<file path="src/rtl/arith_error_monitor_if.sv">
// Bus bundle between an arithmetic core/driver and arith_error_monitor.
// The master drives the operation handshake; the slave (monitor) reports status.
interface arith_error_monitor_if #(
    parameter int WORD_LENGTH = 16,
    parameter int CNT_WIDTH   = 8
);
    logic                       start;
    logic [1:0]                 opcode;
    logic [WORD_LENGTH-1:0]     operand_y;
    logic [2*WORD_LENGTH-1:0]   result_wide;
    logic                       done;
    logic                       clear;
    logic                       busy;
    logic                       error;
    logic [2:0]                 error_code;
    logic                       error_pulse;
    logic                       ok_pulse;
    logic [CNT_WIDTH-1:0]       err_count;

    modport master (
        output start, opcode, operand_y, result_wide, done, clear,
        input  busy, error, error_code, error_pulse, ok_pulse, err_count
    );

    modport slave (
        input  start, opcode, operand_y, result_wide, done, clear,
        output busy, error, error_code, error_pulse, ok_pulse, err_count
    );
endinterface

</file>
<file path="src/rtl/arith_error_monitor.sv">
// Watches one MUL/DIV/SQRT operation at a time: screens operands at start,
// checks the MUL product range and completion deadline, and latches the first error.
module arith_error_monitor #(
    parameter int WORD_LENGTH = 16,
    parameter int TIMEOUT     = 64,
    parameter int CNT_WIDTH   = 8
) (
    input  logic                  clk,
    input  logic                  reset,
    arith_error_monitor_if.slave  bus
);
    localparam int W      = WORD_LENGTH;
    localparam int WAIT_W = (TIMEOUT < 2) ? 1 : $clog2(TIMEOUT);

    localparam logic [WAIT_W-1:0]    WAIT_LAST = WAIT_W'(TIMEOUT - 1);
    localparam logic [CNT_WIDTH-1:0] CNT_MAX   = {CNT_WIDTH{1'b1}};
    localparam logic [W-1:0]         Y_ZERO    = {W{1'b0}};

    localparam logic [1:0] OP_MUL  = 2'b00;
    localparam logic [1:0] OP_DIV  = 2'b01;
    localparam logic [1:0] OP_SQRT = 2'b10;
    localparam logic [1:0] OP_RSVD = 2'b11;

    localparam logic [2:0] CODE_NONE    = 3'b000;
    localparam logic [2:0] CODE_MUL_OVF = 3'b001;
    localparam logic [2:0] CODE_DIV0    = 3'b010;
    localparam logic [2:0] CODE_NEG_SQ  = 3'b011;
    localparam logic [2:0] CODE_ILLEGAL = 3'b100;
    localparam logic [2:0] CODE_TIMEOUT = 3'b101;

    typedef enum logic [1:0] {
        ST_IDLE  = 2'b00,
        ST_WAIT  = 2'b01,
        ST_ERROR = 2'b10
    } state_t;

    // Product fits the W-bit signed range exactly when bits [2W-1:W-1] are a pure sign extension.
    function automatic logic mul_overflow(input logic signed [2*W-1:0] p);
        logic signed [2*W-1:0] max_v;
        logic signed [2*W-1:0] min_v;
        max_v = {{(W+1){1'b0}}, {(W-1){1'b1}}};
        min_v = {{(W+1){1'b1}}, {(W-1){1'b0}}};
        return (p > max_v) || (p < min_v);
    endfunction

    state_t                state_r,     state_s;
    logic [1:0]            op_r,        op_s;
    logic [2:0]            code_r,      code_s;
    logic [WAIT_W-1:0]     wait_cnt_r,  wait_cnt_s;
    logic [CNT_WIDTH-1:0]  err_count_r, err_count_s;
    logic                  error_pulse_r;
    logic                  ok_pulse_r;
    logic                  enter_err_s;
    logic                  ok_s;

    // State register and all datapath/status registers.
    always_ff @(posedge clk or negedge reset) begin
        if (!reset) begin
            state_r       <= ST_IDLE;
            op_r          <= OP_MUL;
            code_r        <= CODE_NONE;
            wait_cnt_r    <= {WAIT_W{1'b0}};
            err_count_r   <= {CNT_WIDTH{1'b0}};
            error_pulse_r <= 1'b0;
            ok_pulse_r    <= 1'b0;
        end else begin
            state_r       <= state_s;
            op_r          <= op_s;
            code_r        <= code_s;
            wait_cnt_r    <= wait_cnt_s;
            err_count_r   <= err_count_s;
            error_pulse_r <= enter_err_s;
            ok_pulse_r    <= ok_s;
        end
    end

    // Next-state, error classification and completion decisions.
    always_comb begin
        state_s     = state_r;
        op_s        = op_r;
        code_s      = code_r;
        wait_cnt_s  = wait_cnt_r;
        enter_err_s = 1'b0;
        ok_s        = 1'b0;

        case (state_r)
            ST_IDLE: begin
                if (bus.start) begin
                    op_s       = bus.opcode;
                    wait_cnt_s = {WAIT_W{1'b0}};
                    if (bus.opcode == OP_RSVD) begin
                        state_s     = ST_ERROR;
                        code_s      = CODE_ILLEGAL;
                        enter_err_s = 1'b1;
                    end else if ((bus.opcode == OP_DIV) && (bus.operand_y == Y_ZERO)) begin
                        state_s     = ST_ERROR;
                        code_s      = CODE_DIV0;
                        enter_err_s = 1'b1;
                    end else if ((bus.opcode == OP_SQRT) && bus.operand_y[W-1]) begin
                        state_s     = ST_ERROR;
                        code_s      = CODE_NEG_SQ;
                        enter_err_s = 1'b1;
                    end else begin
                        state_s = ST_WAIT;
                    end
                end else begin
                    code_s = CODE_NONE;
                end
            end

            ST_WAIT: begin
                // done wins over a deadline expiring on the same edge.
                if (bus.done) begin
                    if ((op_r == OP_MUL) && mul_overflow(bus.result_wide)) begin
                        state_s     = ST_ERROR;
                        code_s      = CODE_MUL_OVF;
                        enter_err_s = 1'b1;
                    end else begin
                        state_s = ST_IDLE;
                        ok_s    = 1'b1;
                    end
                end else if (wait_cnt_r == WAIT_LAST) begin
                    state_s     = ST_ERROR;
                    code_s      = CODE_TIMEOUT;
                    enter_err_s = 1'b1;
                end else begin
                    wait_cnt_s = wait_cnt_r + 1'b1;
                end
            end

            ST_ERROR: begin
                if (bus.clear) begin
                    state_s = ST_IDLE;
                    code_s  = CODE_NONE;
                end else begin
                    state_s = ST_ERROR;
                end
            end

            default: begin
                state_s = ST_IDLE;
                code_s  = CODE_NONE;
            end
        endcase

        if (enter_err_s && (err_count_r != CNT_MAX)) begin
            err_count_s = err_count_r + 1'b1;
        end else begin
            err_count_s = err_count_r;
        end
    end

    assign bus.busy        = (state_r == ST_WAIT);
    assign bus.error       = (state_r == ST_ERROR);
    assign bus.error_code  = (state_r == ST_ERROR) ? code_r : CODE_NONE;
    assign bus.error_pulse = error_pulse_r;
    assign bus.ok_pulse    = ok_pulse_r;
    assign bus.err_count   = err_count_r;

endmodule

</file>
<file path="src/flat_wrapper.sv">
// flat-port wrapper written by rule: the top's interface ports become plain ports
module arith_error_monitor_flat 
#(
    parameter int WORD_LENGTH = 16,
    parameter int TIMEOUT     = 64,
    parameter int CNT_WIDTH   = 8
)
  (clk, reset, bus_start, bus_opcode, bus_operand_y, bus_result_wide, bus_done, bus_clear, bus_busy, bus_error, bus_error_code, bus_error_pulse, bus_ok_pulse, bus_err_count);
  arith_error_monitor_if #(.WORD_LENGTH(WORD_LENGTH), .CNT_WIDTH(CNT_WIDTH)) bus_i ();
  input  logic clk;
  input  logic reset;
  input wire logic [$bits(bus_i.start)-1:0] bus_start;
  input wire logic [$bits(bus_i.opcode)-1:0] bus_opcode;
  input wire logic [$bits(bus_i.operand_y)-1:0] bus_operand_y;
  input wire logic [$bits(bus_i.result_wide)-1:0] bus_result_wide;
  input wire logic [$bits(bus_i.done)-1:0] bus_done;
  input wire logic [$bits(bus_i.clear)-1:0] bus_clear;
  output wire logic [$bits(bus_i.busy)-1:0] bus_busy;
  output wire logic [$bits(bus_i.error)-1:0] bus_error;
  output wire logic [$bits(bus_i.error_code)-1:0] bus_error_code;
  output wire logic [$bits(bus_i.error_pulse)-1:0] bus_error_pulse;
  output wire logic [$bits(bus_i.ok_pulse)-1:0] bus_ok_pulse;
  output wire logic [$bits(bus_i.err_count)-1:0] bus_err_count;
  assign bus_i.start = bus_start;
  assign bus_i.opcode = bus_opcode;
  assign bus_i.operand_y = bus_operand_y;
  assign bus_i.result_wide = bus_result_wide;
  assign bus_i.done = bus_done;
  assign bus_i.clear = bus_clear;
  assign bus_busy = bus_i.busy;
  assign bus_error = bus_i.error;
  assign bus_error_code = bus_i.error_code;
  assign bus_error_pulse = bus_i.error_pulse;
  assign bus_ok_pulse = bus_i.ok_pulse;
  assign bus_err_count = bus_i.err_count;
  arith_error_monitor #(.WORD_LENGTH(WORD_LENGTH), .TIMEOUT(TIMEOUT), .CNT_WIDTH(CNT_WIDTH)) u_core (.clk(clk), .reset(reset), .bus(bus_i));
endmodule
</file>
<file path="config.mk">
export PLATFORM = sky130hd
export DESIGN_NAME = arith_error_monitor_flat
export DESIGN_NICKNAME = d
export VERILOG_FILES = /design/src/rtl/arith_error_monitor_if.sv /design/src/rtl/arith_error_monitor.sv /design/src/flat_wrapper.sv
export SDC_FILE = /design/constraint.sdc
export NUM_CORES = 1
export LEC_CHECK = 0
export CAP_MARGIN = 10
export CORE_MARGIN = 1
export CORE_UTILIZATION = 39
export CTS_CLUSTER_DIAMETER = 200
export DETAILED_ROUTE_END_ITERATION = 8
export PLACE_DENSITY_LB_ADDON = 0.1
export SYNTH_ARGS = -nofsm -noshare
export SYNTH_HDL_FRONTEND = slang
export SYNTH_SLANG_ARGS = --single-unit
</file>
<file path="constraint.sdc">
create_clock -name clk -period 2.6 [get_ports clk]
set_input_delay 0.39 -clock clk [delete_from_list [all_inputs] [get_ports clk]]
set_output_delay 0.39 -clock clk [all_outputs]
set_load 0.005 [all_outputs]
</file>
==> flow_metrics.py <==
metrics = {
    "routing": {
        "wl_um": 3320,
        "drtPass1Iterations": 4,
        "vias": 1310,
        "drc_errors": 0,
        "wl_per_cell_um": 13.1,
        "ant_nets": 0,
        "drt_iter0_drc": 18,
        "viasPerCell": 5.16,
    },
    "timing": {
        "relSlewSlack_pct": 71.7,
        "period_share_pct": 83.7,
        "fin_skew_ns": 0.00224,
        "maxSlewViolCount": 0,
        "setup_tns_ns": 0,
        "setup_violations": 0,
        "worstMarginPinSlew_ns": 0.421,
        "period_minus_slack_ns": 2.18,
        "fmax_ghz": 0.460,
        "hold_violations": 0,
        "rsz0062_at_grt": "false",
    },
    "floorplan": {
        "die_h_um": 60.4,
        "coreArea_um2": 3150,
        "dieArea_um2": 3650,
        "rows": 20,
        "io_pins": 70,
        "start_util_pct": 42.2,
        "die_w_um": 60.4,
    },
    "global_route": {
        "grt_pass1_vias": 1303,
        "grt_remaining_overflow": 0,
        "grtUsageTotal_pct": 20.3,
        "antenna_found_initial": 0,
        "grt_max_degree": 24,
        "grt_pass1_wl_um": 5540,
    },
    "worst_setup_path": {
        "cp_num_buf_inv": 1,
        "crit_start": "bus_start",
        "path_cells": "clkdlybuf4s50_1 -> or3b_1 -> o31ai_2 -> a31oi_1 -> nor4b_2 -> mux2_1",
        "r2r_slack_ns": 0.44,
        "cp.required_ns": 2.82,
        "path_depth": 6,
        "critPathMaxStageDelay_ns": 0.49,
        "worstSetupStartpointType": "primary input",
        "cp_top_family": "simple AND/OR/NAND/NOR gates",
        "r2r_end": "u_core.bus.err_count[6]$_DFFE_PN0P_",
        "critPathSlowestCell": "clkdlybuf4s50_1",
        "cp-endpoint": "u_core.bus.err_count[6]$_DFFE_PN0P_",
        "crit_type": "in -> reg",
        "cp.arrival_ns": 2.39,
        "reg2regPathDepth": 6,
        "r2r-start": "u_core.state_r[1]$_DFFE_PN0P_",
        "crit_fanout": 5,
        "end_kind": "flop",
    },
    "place": {
        "dp_hpwl_um": 2700,
        "place_congestion": 0.901,
        "portBuffers": 54,
        "dp.cells": 250,
        "dpl_cell_area_um2": 1980,
    },
    "clock_tree": {
        "cts_tree": "built",
        "cts_root_buf": "clkbuf_4",
        "clkLatencyLatePin_ns": 0.32,
        "cts_htree_levels": 1,
        "cts_resized": 0,
        "clock_sinks": 23,
        "cts_hold_buffers": 0,
        "clk_path_buf_depth": 2,
        "post_cts_buffers": 0,
        "path_clk_slew_ns": 0.13,
        "cts_buffers": 3,
    },
    "synth": {
        "synth_area_leader_cell": "dfrtp_1",
        "ys_types": 41,
        "synth_common_cells": "dfrtp_1 (23), nand2_1 (18), nor2_1 (15)",
        "synthArstFlopShare_pct": 100,
        "synth_area_um2": 1330,
        "ys_ff_latch": 23,
        "ys_seq_area_share_pct": 43.3,
        "yosysMostFrequentCell": "dfrtp_1",
        "synth_cells": 145,
        "netlist_top_cells_area": "dfrtp_1 (43%), xor2_1 (5.3%), nand2_1 (5.1%)",
        "postSynthAreaPerCell_um2": 9.17,
        "synth_edf_count": 0,
        "synth_nets": 202,
        "synth_top_area_share_pct": 43.3,
        "yosysWarnings": 0,
        "synth_flop_cell": "dfrtp_1",
    },
    "pwr": {
        "p_leak_nw": 0.840,
        "irDropWorstVdd_mv": 0.333,
        "power.density_nw_per_um2": 636,
    },
    "layout": {
        "final_nets": 268,
        "instances_no_fill": 254,
        "stdcell_area_um2": 2010,
        "antenna_cells": 0,
        "drive_above_1_share_pct": 8.57,
        "area_delta_synth_final_pct": 50.9,
    },
    "flow_run": {
        "cap_viol_max_count": 0,
    },
    "worst_hold_path": {
        "min_path_type": "in -> async",
    },
    "outcome": {
        "status": "finished clean",
    },
}
[logic make-up (layout without fill, tap and decap cells)]
logic type / after synthesis / after routing / share of synthesized area (%)
flops: 23 / 23 / 43.3
xor+xnor: 10 / 10 / 6.59
simple gates: 76 / 76 / 30.3
mux: 3 / 3 / 2.54
fa+ha+maj: 2 / 2 / 1.88
buf+inv: 7 / 72 / 2.07
compound gates: 24 / 24 / 13.4
[flip-flops by register name, summed over array words and instances (netlist names)]
register,count
u_core.state_r,2
u_core.code_r,3
u_core.bus.ok_pulse,1
u_core.op_r,2
u_core.bus.error_pulse,1
u_core.bus.err_count,8
u_core.wait_cnt_r,6
[worst register-to-register path, cell delays in order (launching register included)]
cell     delay [ns]
dfrtp_1        0.46
or3b_1         0.45
o32a_1         0.32
o31ai_2        0.08
a31oi_1        0.11
nor4b_2        0.30
mux2_1         0.34
[cells in the final DEF, fill, tap and decap left out, types with 2 or more instances in the layout]
cell type,Yosys,layout
a211oi_1,2,2
a21oi_1,3,3
a31oi_1,2,2
and2_1,4,4
and3_1,2,2
buf_4,0,8
clkbuf_4,0,3
clkdlybuf4s50_1,0,54
dfrtp_1,23,23
ha_1,2,2
inv_1,5,5
mux2_1,2,2
nand2_1,18,18
nand2b_1,2,2
nand3_1,9,9
nand4_1,6,6
nor2_1,15,15
nor3_1,4,4
nor4_1,6,6
o21ai_0,7,7
or3b_1,2,2
xnor2_1,2,2
xor2_1,8,8
[final cells by class]
type | count | area [um^2]
Sequential cell | 23 | 576
Multi-Input combinational cell | 115 | 727
Inverter | 6 | 22.5
Fill cell | 294 | 1150
Timing Repair Buffer | 62 | 601
Clock buffer | 4 | 26.3
Tap cell | 44 | 55.1
[per-layer routing]
layer / wire length (um) / track usage (%) / vias to the layer above
li1: - / - / 655
met1: 1520 / 24.4 / 597
met2: 1530 / 35.8 / 50
met3: 204 / 3.20 / 8
met4: 60 / 8.97 / 0
met5: 0 / 0 / -
[metrics by stage]
| step | setup slack, ns | power, mW | utilization [%] | hold WS (ns) |
|---|---|---|---|---|
| floorplan | 0.567 | 0.823 | - | 0.0944 |
| global route | 0.330 | 1.37 | 63.7 | 0.436 |
| global placement | 0.115 | 1.10 | 62.8 | 0.470 |
| detailed placement | 0.0708 | 1.11 | 62.8 | 0.466 |
| CTS | 0.420 | 1.29 | 63.7 | 0.427 |
| finish | 0.424 | 1.28 | 63.7 | 0.418 |
[worst min path at each step]
| stage | slack [ns] | startpoint | end | cells after the start |
|---|---|---|---|---|
| final | 0.42 | reset | u_core.code_r[0]$_DFFE_PN0P_ | 2 |
| after global routing | 0.44 | reset | u_core.code_r[0]$_DFFE_PN0P_ | 2 |
| after CTS | 0.43 | reset | u_core.bus.error_pulse$_DFF_PN0_ | 2 |
| after detailed placement | 0.47 | u_core.code_r[1]$_DFFE_PN0P_ | u_core.code_r[1]$_DFFE_PN0P_ | 1 |
| after global placement | 0.47 | u_core.code_r[1]$_DFFE_PN0P_ | u_core.code_r[1]$_DFFE_PN0P_ | 1 |
| after floorplan | 0.09 | reset | u_core.bus.err_count[0]$_DFFE_PN0P_ | 0 |
[power by group]
group | switching [mW] | internal (mW)
logic | 0.237 | 0.312
clock network | 0.113 | 0.0600
registers | 0.0976 | 0.456
total | 0.448 | 0.829
(Power assumes the default switching activity.)
